### config.mk
export PLATFORM = sky130hd
export DESIGN_NAME = rv_decode_stage_flat
export DESIGN_NICKNAME = d
export VERILOG_FILES = /design/src/rtl/rv_decode_stage_pkg.sv /design/src/rtl/rv_decode_stage_if.sv /design/src/rtl/rv_imm_gen.sv /design/src/rtl/rv_decode_stage.sv /design/src/flat_wrapper.sv
export SDC_FILE = /design/constraint.sdc
export NUM_CORES = 1
export LEC_CHECK = 0
export BUFFER_PORTS_ARGS = -buffer_cell sky130_fd_sc_hd__buf_2
export CAP_MARGIN = 20
export CORE_UTILIZATION = 51
export DETAILED_ROUTE_END_ITERATION = 10
export PLACE_DENSITY_LB_ADDON = 0.15
export SLEW_MARGIN = 20
export SYNTH_ARGS = -nofsm -noshare
export SYNTH_HDL_FRONTEND = slang
export SYNTH_HIERARCHICAL = 1
export SYNTH_SLANG_ARGS = --single-unit
### constraint.sdc
create_clock -name i_clk -period 4.68 [get_ports i_clk]
set_input_delay 0.702 -clock i_clk [delete_from_list [all_inputs] [get_ports i_clk]]
set_output_delay 0.702 -clock i_clk [all_outputs]
set_load 0.05 [all_outputs]
### src/rtl/rv_decode_stage_pkg.sv
// Shared RV32I/RV64I definitions: opcode constants, instruction classes and the
// decoded-entry record carried through the decode stage.
package rv_decode_stage_pkg;

    localparam int XLEN_MAX = 64;

    localparam logic [6:0] OPC_OP     = 7'b0110011;
    localparam logic [6:0] OPC_OP_IMM = 7'b0010011;
    localparam logic [6:0] OPC_JALR   = 7'b1100111;
    localparam logic [6:0] OPC_LOAD   = 7'b0000011;
    localparam logic [6:0] OPC_JAL    = 7'b1101111;
    localparam logic [6:0] OPC_STORE  = 7'b0100011;
    localparam logic [6:0] OPC_BRANCH = 7'b1100011;
    localparam logic [6:0] OPC_LUI    = 7'b0110111;
    localparam logic [6:0] OPC_AUIPC  = 7'b0010111;

    typedef enum logic [3:0] {
        IC_R       = 4'd0,
        IC_I_ALU   = 4'd1,
        IC_I_JALR  = 4'd2,
        IC_I_LOAD  = 4'd3,
        IC_J       = 4'd4,
        IC_S       = 4'd5,
        IC_B       = 4'd6,
        IC_U_LUI   = 4'd7,
        IC_U_AUIPC = 4'd8,
        IC_ILLEGAL = 4'd15
    } insn_class_t;

    // imm is held at the widest legal XLEN; narrower builds use the low bits.
    typedef struct packed {
        insn_class_t          itype;
        logic [4:0]           rd;
        logic [4:0]           rs1;
        logic [4:0]           rs2;
        logic [2:0]           funct3;
        logic                 funct7b5;
        logic [XLEN_MAX-1:0]  imm;
    } decoded_t;

    function automatic insn_class_t classify_opcode(input logic [6:0] opc);
        case (opc)
            OPC_OP:     return IC_R;
            OPC_OP_IMM: return IC_I_ALU;
            OPC_JALR:   return IC_I_JALR;
            OPC_LOAD:   return IC_I_LOAD;
            OPC_JAL:    return IC_J;
            OPC_STORE:  return IC_S;
            OPC_BRANCH: return IC_B;
            OPC_LUI:    return IC_U_LUI;
            OPC_AUIPC:  return IC_U_AUIPC;
            default:    return IC_ILLEGAL;
        endcase
    endfunction

endpackage

### src/rtl/rv_decode_stage_if.sv
// Fetch-side and execute-side handshake bundle of the decode stage.
// o_illegal exists only when RV_DECODE_ILLEGAL_CHECK_EN is defined.
interface rv_decode_stage_if #(
    parameter int XLEN = 32
);
    import rv_decode_stage_pkg::*;

    logic              i_flush;
    logic              i_valid;
    logic              o_ready;
    logic [31:0]       i_instr;
    logic [XLEN-1:0]   i_pc;
    logic              o_valid;
    logic              i_ready;
    logic [XLEN-1:0]   o_pc;
    insn_class_t       o_itype;
    logic [4:0]        o_rd;
    logic [4:0]        o_rs1;
    logic [4:0]        o_rs2;
    logic [2:0]        o_funct3;
    logic              o_funct7b5;
    logic [XLEN-1:0]   o_imm;
`ifdef RV_DECODE_ILLEGAL_CHECK_EN
    logic              o_illegal;
`endif

    // Environment (fetch + execute) side.
    modport master (
        output i_flush, i_valid, i_instr, i_pc, i_ready,
        input  o_ready, o_valid, o_pc, o_itype, o_rd, o_rs1, o_rs2,
               o_funct3, o_funct7b5, o_imm
`ifdef RV_DECODE_ILLEGAL_CHECK_EN
        , input o_illegal
`endif
    );

    // Decode stage side.
    modport slave (
        input  i_flush, i_valid, i_instr, i_pc, i_ready,
        output o_ready, o_valid, o_pc, o_itype, o_rd, o_rs1, o_rs2,
               o_funct3, o_funct7b5, o_imm
`ifdef RV_DECODE_ILLEGAL_CHECK_EN
        , output o_illegal
`endif
    );

endinterface

### src/rtl/rv_imm_gen.sv
// Combinational RV32I/RV64I immediate generator, sign-extended to XLEN.
module rv_imm_gen
    import rv_decode_stage_pkg::*;
#(
    parameter int XLEN = 32
) (
    input  logic [31:0]     instr_i,
    input  insn_class_t     itype_i,
    output logic [XLEN-1:0] imm_o
);

    logic [31:0] imm32;

    always_comb begin
        imm32 = '0;
        case (itype_i)
            IC_I_ALU, IC_I_JALR, IC_I_LOAD:
                imm32 = {{20{instr_i[31]}}, instr_i[31:20]};
            IC_S:
                imm32 = {{20{instr_i[31]}}, instr_i[31:25], instr_i[11:7]};
            IC_B:
                imm32 = {{19{instr_i[31]}}, instr_i[31], instr_i[7],
                         instr_i[30:25], instr_i[11:8], 1'b0};
            IC_U_LUI, IC_U_AUIPC:
                imm32 = {instr_i[31:12], 12'b0};
            IC_J:
                imm32 = {{11{instr_i[31]}}, instr_i[31], instr_i[19:12],
                         instr_i[20], instr_i[30:21], 1'b0};
            default:
                imm32 = '0;
        endcase
    end

    assign imm_o = XLEN'($signed(imm32));

endmodule

### src/rtl/rv_decode_stage.sv
// Registered decode stage with a main + skid entry pair so o_ready never
// depends combinationally on i_ready. Option: RV_DECODE_ILLEGAL_CHECK_EN.
module rv_decode_stage
    import rv_decode_stage_pkg::*;
#(
    parameter int              XLEN     = 32,
    parameter logic [XLEN-1:0] PC_RESET = '0
) (
    input  logic               i_clk,
    input  logic               i_rst,
    rv_decode_stage_if.slave   dec
);

    typedef enum logic [1:0] {
        ST_EMPTY = 2'd0,
        ST_FULL  = 2'd1,
        ST_SKID  = 2'd2
    } state_t;

    state_t          state_q, state_d;
    decoded_t        main_q, main_d;
    decoded_t        skid_q, skid_d;
    logic [XLEN-1:0] main_pc_q, main_pc_d;
    logic [XLEN-1:0] skid_pc_q, skid_pc_d;
    logic            valid_q;
    logic            ready_q;

    insn_class_t         in_itype;
    logic [XLEN_MAX-1:0] in_imm;
    decoded_t            dec_in;
    logic                accept;
    logic                emit;

    always_comb begin
        in_itype = classify_opcode(dec.i_instr[6:0]);
`ifdef RV_DECODE_ILLEGAL_CHECK_EN
        if (dec.i_instr[1:0] != 2'b11)
            in_itype = IC_ILLEGAL;
        if (in_itype == IC_R && dec.i_instr[31:25] != 7'b0000000
                && dec.i_instr[31:25] != 7'b0100000)
            in_itype = IC_ILLEGAL;
        if (in_itype == IC_I_JALR && dec.i_instr[14:12] != 3'b000)
            in_itype = IC_ILLEGAL;
        if (in_itype == IC_I_LOAD && (dec.i_instr[14:12] == 3'b011
                || dec.i_instr[14:12] == 3'b110 || dec.i_instr[14:12] == 3'b111))
            in_itype = IC_ILLEGAL;
`endif
    end

    rv_imm_gen #(.XLEN(XLEN_MAX)) u_imm_gen (
        .instr_i (dec.i_instr),
        .itype_i (in_itype),
        .imm_o   (in_imm)
    );

    always_comb begin
        dec_in          = '0;
        dec_in.itype    = in_itype;
        dec_in.rd       = dec.i_instr[11:7];
        dec_in.rs1      = dec.i_instr[19:15];
        dec_in.rs2      = dec.i_instr[24:20];
        dec_in.funct3   = dec.i_instr[14:12];
        dec_in.funct7b5 = dec.i_instr[30];
        dec_in.imm      = in_imm;
    end

    assign accept = dec.i_valid && ready_q;
    assign emit   = valid_q && dec.i_ready;

    always_comb begin
        state_d   = state_q;
        main_d    = main_q;
        main_pc_d = main_pc_q;
        skid_d    = skid_q;
        skid_pc_d = skid_pc_q;
        if (dec.i_flush) begin
            state_d = ST_EMPTY;
        end else begin
            case (state_q)
                ST_EMPTY: begin
                    if (accept) begin
                        state_d   = ST_FULL;
                        main_d    = dec_in;
                        main_pc_d = dec.i_pc;
                    end
                end
                ST_FULL: begin
                    if (accept && !emit) begin
                        state_d   = ST_SKID;
                        skid_d    = dec_in;
                        skid_pc_d = dec.i_pc;
                    end else if (accept && emit) begin
                        main_d    = dec_in;
                        main_pc_d = dec.i_pc;
                    end else if (emit) begin
                        state_d = ST_EMPTY;
                    end
                end
                ST_SKID: begin
                    // ready_q is low here, so only the drain into main can happen.
                    if (emit) begin
                        state_d   = ST_FULL;
                        main_d    = skid_q;
                        main_pc_d = skid_pc_q;
                    end
                end
                default: state_d = ST_EMPTY;
            endcase
        end
    end

    always_ff @(posedge i_clk) begin
        if (i_rst) begin
            state_q   <= ST_EMPTY;
            main_q    <= '0;
            main_pc_q <= PC_RESET;
            skid_q    <= '0;
            skid_pc_q <= PC_RESET;
            valid_q   <= 1'b0;
            ready_q   <= 1'b1;
        end else begin
            state_q   <= state_d;
            main_q    <= main_d;
            main_pc_q <= main_pc_d;
            skid_q    <= skid_d;
            skid_pc_q <= skid_pc_d;
            valid_q   <= (state_d != ST_EMPTY);
            ready_q   <= (state_d != ST_SKID);
        end
    end

    assign dec.o_valid    = valid_q;
    assign dec.o_ready    = ready_q;
    assign dec.o_pc       = main_pc_q;
    assign dec.o_itype    = main_q.itype;
    assign dec.o_rd       = main_q.rd;
    assign dec.o_rs1      = main_q.rs1;
    assign dec.o_rs2      = main_q.rs2;
    assign dec.o_funct3   = main_q.funct3;
    assign dec.o_funct7b5 = main_q.funct7b5;
    assign dec.o_imm      = main_q.imm[XLEN-1:0];
`ifdef RV_DECODE_ILLEGAL_CHECK_EN
    assign dec.o_illegal  = (main_q.itype == IC_ILLEGAL);
`endif

    generate
        if (XLEN < XLEN_MAX) begin : g_narrow
            logic unused_imm_hi;
            assign unused_imm_hi = ^main_q.imm[XLEN_MAX-1:XLEN];
        end
    endgenerate

endmodule

### src/flat_wrapper.sv
// flat-port wrapper written by rule: the top's interface ports become plain ports
module rv_decode_stage_flat import rv_decode_stage_pkg::*;
#(
    parameter int              XLEN     = 32,
    parameter logic [XLEN-1:0] PC_RESET = '0
)
  (i_clk, i_rst, dec_i_flush, dec_i_valid, dec_i_instr, dec_i_pc, dec_i_ready, dec_o_ready, dec_o_valid, dec_o_pc, dec_o_itype, dec_o_rd, dec_o_rs1, dec_o_rs2, dec_o_funct3, dec_o_funct7b5, dec_o_imm);
  rv_decode_stage_if #(.XLEN(XLEN)) dec_i ();
  input  logic i_clk;
  input  logic i_rst;
  input wire logic [$bits(dec_i.i_flush)-1:0] dec_i_flush;
  input wire logic [$bits(dec_i.i_valid)-1:0] dec_i_valid;
  input wire logic [$bits(dec_i.i_instr)-1:0] dec_i_instr;
  input wire logic [$bits(dec_i.i_pc)-1:0] dec_i_pc;
  input wire logic [$bits(dec_i.i_ready)-1:0] dec_i_ready;
  output wire logic [$bits(dec_i.o_ready)-1:0] dec_o_ready;
  output wire logic [$bits(dec_i.o_valid)-1:0] dec_o_valid;
  output wire logic [$bits(dec_i.o_pc)-1:0] dec_o_pc;
  output wire logic [$bits(dec_i.o_itype)-1:0] dec_o_itype;
  output wire logic [$bits(dec_i.o_rd)-1:0] dec_o_rd;
  output wire logic [$bits(dec_i.o_rs1)-1:0] dec_o_rs1;
  output wire logic [$bits(dec_i.o_rs2)-1:0] dec_o_rs2;
  output wire logic [$bits(dec_i.o_funct3)-1:0] dec_o_funct3;
  output wire logic [$bits(dec_i.o_funct7b5)-1:0] dec_o_funct7b5;
  output wire logic [$bits(dec_i.o_imm)-1:0] dec_o_imm;
  assign dec_i.i_flush = dec_i_flush;
  assign dec_i.i_valid = dec_i_valid;
  assign dec_i.i_instr = dec_i_instr;
  assign dec_i.i_pc = dec_i_pc;
  assign dec_i.i_ready = dec_i_ready;
  assign dec_o_ready = dec_i.o_ready;
  assign dec_o_valid = dec_i.o_valid;
  assign dec_o_pc = dec_i.o_pc;
  assign dec_o_itype = dec_i.o_itype;
  assign dec_o_rd = dec_i.o_rd;
  assign dec_o_rs1 = dec_i.o_rs1;
  assign dec_o_rs2 = dec_i.o_rs2;
  assign dec_o_funct3 = dec_i.o_funct3;
  assign dec_o_funct7b5 = dec_i.o_funct7b5;
  assign dec_o_imm = dec_i.o_imm;
  rv_decode_stage #(.XLEN(XLEN), .PC_RESET(PC_RESET)) u_core (.i_clk(i_clk), .i_rst(i_rst), .dec(dec_i));
endmodule
==> results.py, run 1 <==
metrics = {
    "critical_path": {
        "r2r-start": "u_core/state_q[1]",
        "cp_slowest_cell": "nor3_1",
        "end_kind": "register",
        "path_class": "in -> reg",
        "arrival_ns": 3.46,
        "crit_path_frequent_cell": "nor3_1",
        "path_cells": "buf_2 > and4b_1 > a211oi_1 > nor2_1 > inv_1 > nor3_1 > nor3_1 > and2_1 > nand2_1 > a311oi_2",
        "worst-path-buf-inv": 2,
        "cp-start-kind": "primary input",
        "critPathTopFamily": "simple AND/OR/NAND/NOR gates",
        "cp_max_fo": 27,
        "reg2reg_depth": 5,
        "cp.required_ns": 5.02,
        "r2r-end": "u_core/dec.o_imm[16]",
        "worstSetupStartpoint": "dec_i_instr[5]",
        "r2r_setup_slack_ns": 2.50,
        "slowest_delay_ns": 0.61,
    },
    "min_path": {
        "hold_start": "u_core/skid_q[10]",
        "hold_path_class": "reg -> reg",
        "whs_path_depth": 2,
        "holdPathEnd": "u_core/skid_q[10]",
    },
    "global_route": {
        "grt_max_degree": 173,
        "grt_pass1_vias": 6321,
        "grt_usage": 0.244,
        "grt-ovfl-total": 0,
        "antenna_found_initial": 0,
        "grt_pass1_wl_um": 32500,
    },
    "placement": {
        "io_buffers": 157,
        "dp_cells": 1320,
        "dp_hpwl_um": 12600,
        "place_congestion": 0.810,
        "place_ws_ns": 1.21,
    },
    "sta": {
        "setup_viol": 0,
        "drv_slew": 0,
        "setup-tns-final_ns": 0,
        "worst_slew_pin_slew_ns": 1.07,
        "max_freq_mhz": 320,
        "relSlewSlack": 0.289,
        "post-route-period-util": 0.667,
        "skew_ns": 0.00642,
        "fin_crit_ns": 3.12,
        "finalWorstSetupSlack_ns": 1.56,
        "hold_viol": 0,
        "rsz0062_at_grt": "false",
    },
    "layout": {
        "layout-drive-gt1-share": 0.258,
        "area_growth_pct": 15.8,
        "final_util": 0.609,
        "final_cells": 1352,
        "n_antenna_cell": 0,
        "final_cell_mix": "nand2_1 (342), dfxtp_1 (178), buf_2 (156)",
        "fillers": 1527,
        "layout_commonest_cell": "nand2_1",
        "nets": 1192,
    },
    "power_and_ir_drop": {
        "p_per_area_nw_per_um2": 379,
        "max-vdd-ir-drop_mv": 0.258,
        "p_leak_nw": 3.67,
        "power.total_mw": 3.70,
    },
    "synth": {
        "avgSynthCellArea_um2": 8.16,
        "synth_area_um2": 8420,
        "syn_nets": 1100,
        "synth_cells": 1031,
        "yosys_warnings": 6,
    },
    "die": {
        "die_width_um": 130,
        "rows": 46,
        "pin_count": 158,
        "core-area_um2": 16000,
        "dieArea_um2": 17000,
        "initial_core_util": 0.526,
        "die-height_um": 130,
    },
    "clock_tree": {
        "cts_made_buffers": 17,
        "clock_latency_ns": 0.42,
        "root_buffer": "clkbuf_16",
        "clk_path_buf_depth": 2,
        "cts.sinks": 178,
        "cts_max_level": 4,
        "path_clk_slew_ns": 0.06,
        "cts_setup_buffers": 0,
        "cts_resized": 0,
        "cts_hold_buf": 0,
        "tritoncts": "done",
    },
    "routing": {
        "route.detailed.drc": 0,
        "vias": 7339,
        "firstDrtPassIters": 5,
        "drt_iter0_drc": 524,
        "wl_per_cell_um": 15.3,
        "ant_nets": 0,
        "vias_per_cell": 5.43,
        "wl_um": 20700,
    },
    "job": {
        "maxCapViolations": 0,
    },
    "run_status": {
        "outcome": "finished clean",
    },
}
## flip-flops by register name (all words and copies together) (netlist names)
signal,count
u_core/skid_q,55
u_core/skid_pc_q,32
u_core/dec.o_itype,4
u_core/dec.o_pc,32
u_core/dec.o_funct7b5,1
u_core/dec.o_rs2,5
u_core/state_q,2
u_core/dec.o_imm,32
u_core/dec.o_ready,1
u_core/dec.o_funct3,3
u_core/dec.o_rd,5
u_core/dec.o_valid,1
u_core/dec.o_rs1,5
## cell type report
class / count / area [um^2] / share of cell area
clock buffers: 18 / 429 / 0.0440
clock inverters: 14 / 204 / 0.0209
inverters: 5 / 18.8 / 0.00192
multi-input cells: 755 / 4380 / 0.449
flip-flops and latches: 178 / 3560 / 0.365
well taps: 216 / 270 / 0.0277
repair buffers: 166 / 885 / 0.0907
## metrics by stage
stage               cell area, um^2  hold slack, ns
floorplan                      8420           0.437
CTS                            9750           0.456
global placement               9120           0.442
detailed placement             9120           0.447
global route                   9750           0.472
finish                         9750           0.454
## how the worst max path moves through the flow
stage,slack [ns],cells past startpoint,to
finish,1.56,10,u_core/dec.o_imm[6]
global route,1.26,11,u_core/dec.o_imm[19]
CTS,1.61,11,u_core/dec.o_imm[13]
detailed placement,1.21,10,u_core/dec.o_imm[6]
global placement,1.23,10,u_core/dec.o_imm[8]
floorplan,1.75,12,u_core/dec.o_imm[27]
## layer usage
metal	global-route usage	share of wire	wire length, um
met1	0.334	0.48	9840
met2	0.389	0.46	9520
met3	0.0415	0.050	1040
met4	0.0825	0.014	287
met5	0	0	0
## worst min-delay path, delay by kind of cell (launching register included)
family	cells	cell delay [ns]
AO/OA/AOI/OAI	1	0.05
flip-flops	1	0.31
AND/OR/NAND/NOR	1	0.05
## where the power goes
group | internal (mW) | switching (mW) | leakage (nW)
sequential | 1.58 | 0.0324 | 1.45
combinational | 0.159 | 0.404 | 1.91
clock | 0.906 | 0.623 | 0.309
Power figures use the tool's default switching activity.
==> run 2, diff against run 1 <==
clock period = 2.6 ns   (was 4.68 ns; I/O delays follow)
==> run 2 against run 1 <==
Compared with the run above: worst setup slack worse by 1.4 ns; final cell count rose by 2.4%; first-iteration DRC count rose by 24%; register-to-register slack got worse by 1.8 ns; sequential share of layout area fell by 0.99 points; combinational power is 85% higher; wire length grew 1.7%; worst hold slack got worse by 0.25 ns; global-route usage rose by 0.75 points; core utilization up 1.7 points; total power is 73% higher; sequential power up 80%; critical endpoint is now u_core/dec.o_imm[27]; largest cell class unchanged.
==> results.py, run 2 (same netlist as run 1, synthesis figures left out) <==
metrics = {
    "sta": {
        "hold_viol": 0,
        "hold_ws_ns": 0.200,
        "setup-tns-final_ns": 0,
        "rsz0062_at_grt": "false",
        "relSlewSlack": 0.559,
        "fin_crit_ns": 2.41,
        "max_freq_mhz": 415,
        "post-route-period-util": 0.927,
        "worst_slew_pin_slew_ns": 0.661,
        "setup_viol": 0,
        "skew_ns": 0.00739,
        "drv_slew": 0,
    },
    "global_route": {
        "met1_usage": 0.323,
        "grt_use_met3": 0.0558,
        "grt_pass1_vias": 6691,
        "grt_usage": 0.251,
        "grt_pass1_wl_um": 33400,
        "antenna_found_initial": 0,
        "met2_usage": 0.426,
        "grt_max_degree": 109,
        "grt-ovfl-total": 0,
        "grt_busiest_layer": "met2",
    },
    "routing": {
        "firstDrtPassIters": 5,
        "wl_um": 21000,
        "ant_nets": 0,
        "vias_per_cell": 5.44,
        "vias": 7538,
        "drt_iter0_drc": 649,
        "route.detailed.drc": 0,
        "wl_per_cell_um": 15.2,
    },
    "power_and_ir_drop": {
        "p_per_area_nw_per_um2": 637,
        "p_clk_frac": 0.383,
        "p_leak_nw": 3.83,
        "p_sw_frac": 0.299,
        "power.total_mw": 6.39,
        "seqPwrFrac": 0.453,
        "max-vdd-ir-drop_mv": 0.487,
        "p_sw_mw": 1.91,
        "cell_internal_pwr_mw": 4.48,
        "power_frac_comb": 0.163,
    },
    "placement": {
        "io_buffers": 157,
        "dp_hpwl_um": 13100,
        "dp_cells": 1354,
        "post_dp_cell_area_um2": 9470,
        "place_congestion": 0.869,
    },
    "job": {
        "maxCapViolations": 0,
    },
    "min_path": {
        "hold_path_class": "in -> reg",
    },
    "clock_tree": {
        "cts_setup_buffers": 0,
        "tritoncts": "done",
        "clk_path_buf_depth": 2,
        "cts_made_buffers": 17,
        "cts_hold_buf": 0,
        "clock_latency_ns": 0.43,
        "cts.sinks": 178,
        "cts_max_level": 4,
        "path_clk_slew_ns": 0.07,
        "root_buffer": "clkbuf_16",
        "cts_resized": 0,
    },
    "die": {
        "core-area_um2": 16000,
        "initial_core_util": 0.526,
        "dieArea_um2": 17000,
        "die-height_um": 130,
        "rows": 46,
        "die_width_um": 130,
        "pin_count": 158,
    },
    "critical_path": {
        "end_kind": "register",
        "path_class": "in -> reg",
        "cp_max_fo": 17,
        "arrival_ns": 2.75,
        "slowest_delay_ns": 0.52,
        "worst-path-buf-inv": 3,
        "cp-start-kind": "primary input",
        "critPathTopFamily": "simple AND/OR/NAND/NOR gates",
        "cp_slowest_cell": "or4b_4",
        "path_cells": "buf_2 > nor4b_1 > a211oi_1 > nor2_1 > inv_1 > buf_12 > or4b_4 > o21ai_2 > a21o_1 > nand2_1 > a311oi_2",
        "cp.required_ns": 2.94,
    },
    "layout": {
        "design_area_um2": 10000,
        "nets": 1226,
        "fillers": 1498,
        "layout-drive-gt1-share": 0.280,
        "largest-register": "u_core/skid_q",
        "final_cells": 1385,
        "n_antenna_cell": 0,
        "layout_commonest_cell": "nand2_1",
        "final_cell_mix": "nand2_1 (342), dfxtp_1 (178), buf_2 (156)",
        "area_growth_pct": 19.1,
        "largest_reg_flops": 55,
    },
    "run_status": {
        "outcome": "finished clean",
    },
}
run 2: cell types whose count changed in the layout (fill, tap and decap cells not counted), sizes merged:
cell / before / now
buf: 166 / 200
bufinv: 4 / 1
clkinv: 5 / 7
run 2: cell type report:
type                    instances  area (um^2)  area share
flip-flops and latches        178         3560       0.355
well taps                     216          270      0.0270
clock buffers                  18          429      0.0428
inverters                       5         18.8     0.00187
multi-input cells             755         4390       0.438
repair buffers                200         1230       0.122
clock inverters                13          129      0.0129
run 2: worst reg2reg max path, delay by kind of cell, from the launching register on:
kind	cells	cell delay (ns)
simple gates	2	0.53
compound gates	2	0.47
buf+inv	1	0.44
flops	1	0.40
run 2: final timing paths:
check                         start                   end  slack, ns  depth (start not counted)
setup / recovery     dec_i_instr[6]  u_core/dec.o_imm[27]       0.19                         11
hold / removal          dec_i_pc[3]   u_core/skid_pc_q[3]       0.20                          3
setup reg to reg  u_core/state_q[1]  u_core/dec.o_imm[18]       0.70                          5
hold reg to reg    u_core/skid_q[0]      u_core/skid_q[0]       0.45                          2
run 2: power groups by stage:
stage          Sequential (mW)  Clock (mW)  Combinational, mW
5_1_grt                   2.91        2.62               1.12
3_5_place_dp              2.96           0               1.04
4_1_cts                   2.90        2.51               1.05
2_1_floorplan             3.29           0              0.438
6_report                  2.90        2.45               1.04
3_3_place_gp              2.96           0               1.04
run 2: through the flow:
stage	util	setup slack [ns]
after global routing	0.627	0.0356
after CTS	0.627	0.252
after detailed placement	0.592	-0.202
after floorplan	-	0.0499
after global placement	0.592	-0.173
final	0.627	0.189
run 2: routing by layer:
| metal | up-vias | part of all wire |
|---|---|---|
| met1 | 3523 | 0.45 |
| met4 | 0 | 0.0088 |
| met3 | 17 | 0.057 |
| li1 | 3790 | - |
| met2 | 208 | 0.49 |
| met5 | - | 0 |
==> run 3, diff against run 2 <==
CORE_UTILIZATION = 52   (was 51)
CTS_BUF_LIST = sky130_fd_sc_hd__clkbuf_8   (was default)
==> run 3 against run 2 <==
Compared with the run above: worst hold slack worse by 0.032 ns; combinational power about the same; via count shrank 0.50%; largest power group unchanged; critical endpoint is now u_core/dec.o_imm[31]; sequential share of layout area increased by 0.84 points; total power is 9.8% lower; worst setup slack got worse by 0.073 ns.
==> results.py, run 3 (same netlist as run 1, synthesis figures left out) <==
metrics = {
    "run_status": {
        "outcome": "finished clean",
    },
    "layout": {
        "layout_commonest_cell": "nand2_1",
        "fillers": 1410,
        "final_cell_mix": "nand2_1 (342), dfxtp_1 (178), buf_2 (156)",
        "ff_latch_area_um2": 3560,
        "multi_input_area_um2": 4410,
        "largest-register": "u_core/skid_q",
        "layout-drive-gt1-share": 0.278,
        "area_growth_pct": 16.3,
        "final_cells": 1383,
        "largest_reg_flops": 55,
        "nets": 1222,
    },
    "power_and_ir_drop": {
        "p_per_area_nw_per_um2": 588,
        "p_leak_nw": 3.72,
        "max-vdd-ir-drop_mv": 0.361,
        "power.total_mw": 5.76,
    },
    "critical_path": {
        "cp.required_ns": 2.97,
        "arrival_ns": 2.85,
        "worstSetupStartpoint": "dec_i_instr[6]",
        "cp-start-kind": "primary input",
        "worst-path-buf-inv": 5,
        "path_cells": "buf_2 > nor4b_1 > a211oi_1 > nor2_1 > inv_1 > buf_4 > buf_4 > or4b_4 > a21boi_1 > buf_4 > nand2_1 > a311oi_2",
        "cp_slowest_cell": "or4b_4",
        "cp_max_fo": 12,
        "critPathTopFamily": "simple AND/OR/NAND/NOR gates",
        "crit_path_frequent_cell": "buf_4",
        "slowest_delay_ns": 0.55,
        "path_class": "in -> reg",
        "r2r-start": "u_core/state_q[1]",
        "end_kind": "register",
    },
    "clock_tree": {
        "tritoncts": "done",
        "cts_max_level": 4,
        "root_buffer": "clkbuf_8",
        "cts.sinks": 178,
        "path_clk_slew_ns": 0.09,
        "clk_path_buf_depth": 2,
        "cts_hold_buf": 0,
        "cts_made_buffers": 17,
        "clock_latency_ns": 0.46,
    },
    "routing": {
        "vias": 7500,
        "wl_per_cell_um": 15.1,
        "wl_um": 20900,
        "firstDrtPassIters": 5,
        "drt_iter0_drc": 509,
        "ant_nets": 0,
        "vias_per_cell": 5.42,
        "route.detailed.drc": 0,
    },
    "sta": {
        "setup_viol": 0,
        "hold_viol": 0,
        "fin_crit_ns": 2.48,
        "relSlewSlack": 0.545,
        "drv_slew": 0,
        "skew_ns": 0.0146,
        "max_freq_mhz": 403,
        "post-route-period-util": 0.955,
        "worst_slew_pin_slew_ns": 0.679,
    },
    "placement": {
        "io_buffers": 157,
        "place_congestion": 0.815,
        "dp_cells": 1350,
        "dp_hpwl_um": 13400,
    },
    "die": {
        "dieArea_um2": 16700,
        "pin_count": 158,
        "core-area_um2": 15800,
        "rows": 46,
        "die_width_um": 129,
        "die-height_um": 129,
        "initial_core_util": 0.532,
    },
    "global_route": {
        "antenna_found_initial": 1,
        "grt_pass1_vias": 6740,
        "grt_usage": 0.251,
        "grt_max_degree": 99,
        "grt_pass1_wl_um": 33200,
        "grt-ovfl-total": 0,
    },
    "min_path": {
        "hold_path_class": "in -> reg",
        "hold_start": "dec_i_pc[9]",
    },
    "job": {
        "maxCapViolations": 0,
    },
}
-- run 3: worst paths after layout --
kind / end / slack, ns / cells past startpoint
max: u_core/dec.o_imm[31] / 0.12 / 12
min: u_core/skid_pc_q[9] / 0.17 / 3
min reg2reg: u_core/skid_pc_q[22] / 0.46 / 2
max reg2reg: u_core/dec.o_imm[19] / 0.69 / 5
-- run 3: power breakdown --
part / internal (mW) / switching (mW) / leakage (nW)
Sequential: 2.83 / 0.0594 / 1.45
Combinational: 0.306 / 0.735 / 2.07
Clock: 0.836 / 0.992 / 0.196
Total: 3.98 / 1.79 / 3.72
-- run 3: final cells by class --
type                       instances  area share
antenna                            1    0.000256
inverter                           5     0.00192
clock buffer                      20      0.0281
timing repair buffer             196       0.117
tap                              216      0.0276
multi-input combinational        755       0.450
clock inverter                    12      0.0110
sequential                       178       0.364
-- run 3: worst reg2reg max path, cell delays in order, from the launching register on --
cell and delay [ns]:
dfxtp_1 0.53, nand2b_1 0.18, o22ai_4 0.25, buf_12 0.43, nor2_1 0.19, a311oi_2 0.26
-- run 3: per-stage QoR --
step	worst slack, ns	util	area (um^2)	hold WS (ns)	TNS [ns]
5_1_grt	-0.00574	0.619	9790	0.148	-0.00574
4_1_cts	0.0305	0.617	9770	0.148	0
3_5_place_dp	-0.453	0.593	9390	0.447	-11.21
6_report	0.116	0.619	9790	0.168	0
3_3_place_gp	-0.342	0.593	9390	0.442	-8.83
2_1_floorplan	0.0499	-	8420	0.437	0
-- run 3: repair_timing --
action,CTS,global route
gates resized for setup,0,4
buffers inserted,0,0
endpoints found under the setup margin,0,17
-- run 3: per-layer routing --
layer	vias up	track usage	part of all wire
li1	3780	-	-
met1	3534	0.322	0.46
met2	169	0.426	0.48
met3	17	0.0495	0.047
met4	0	0.0727	0.011
met5	-	0	0
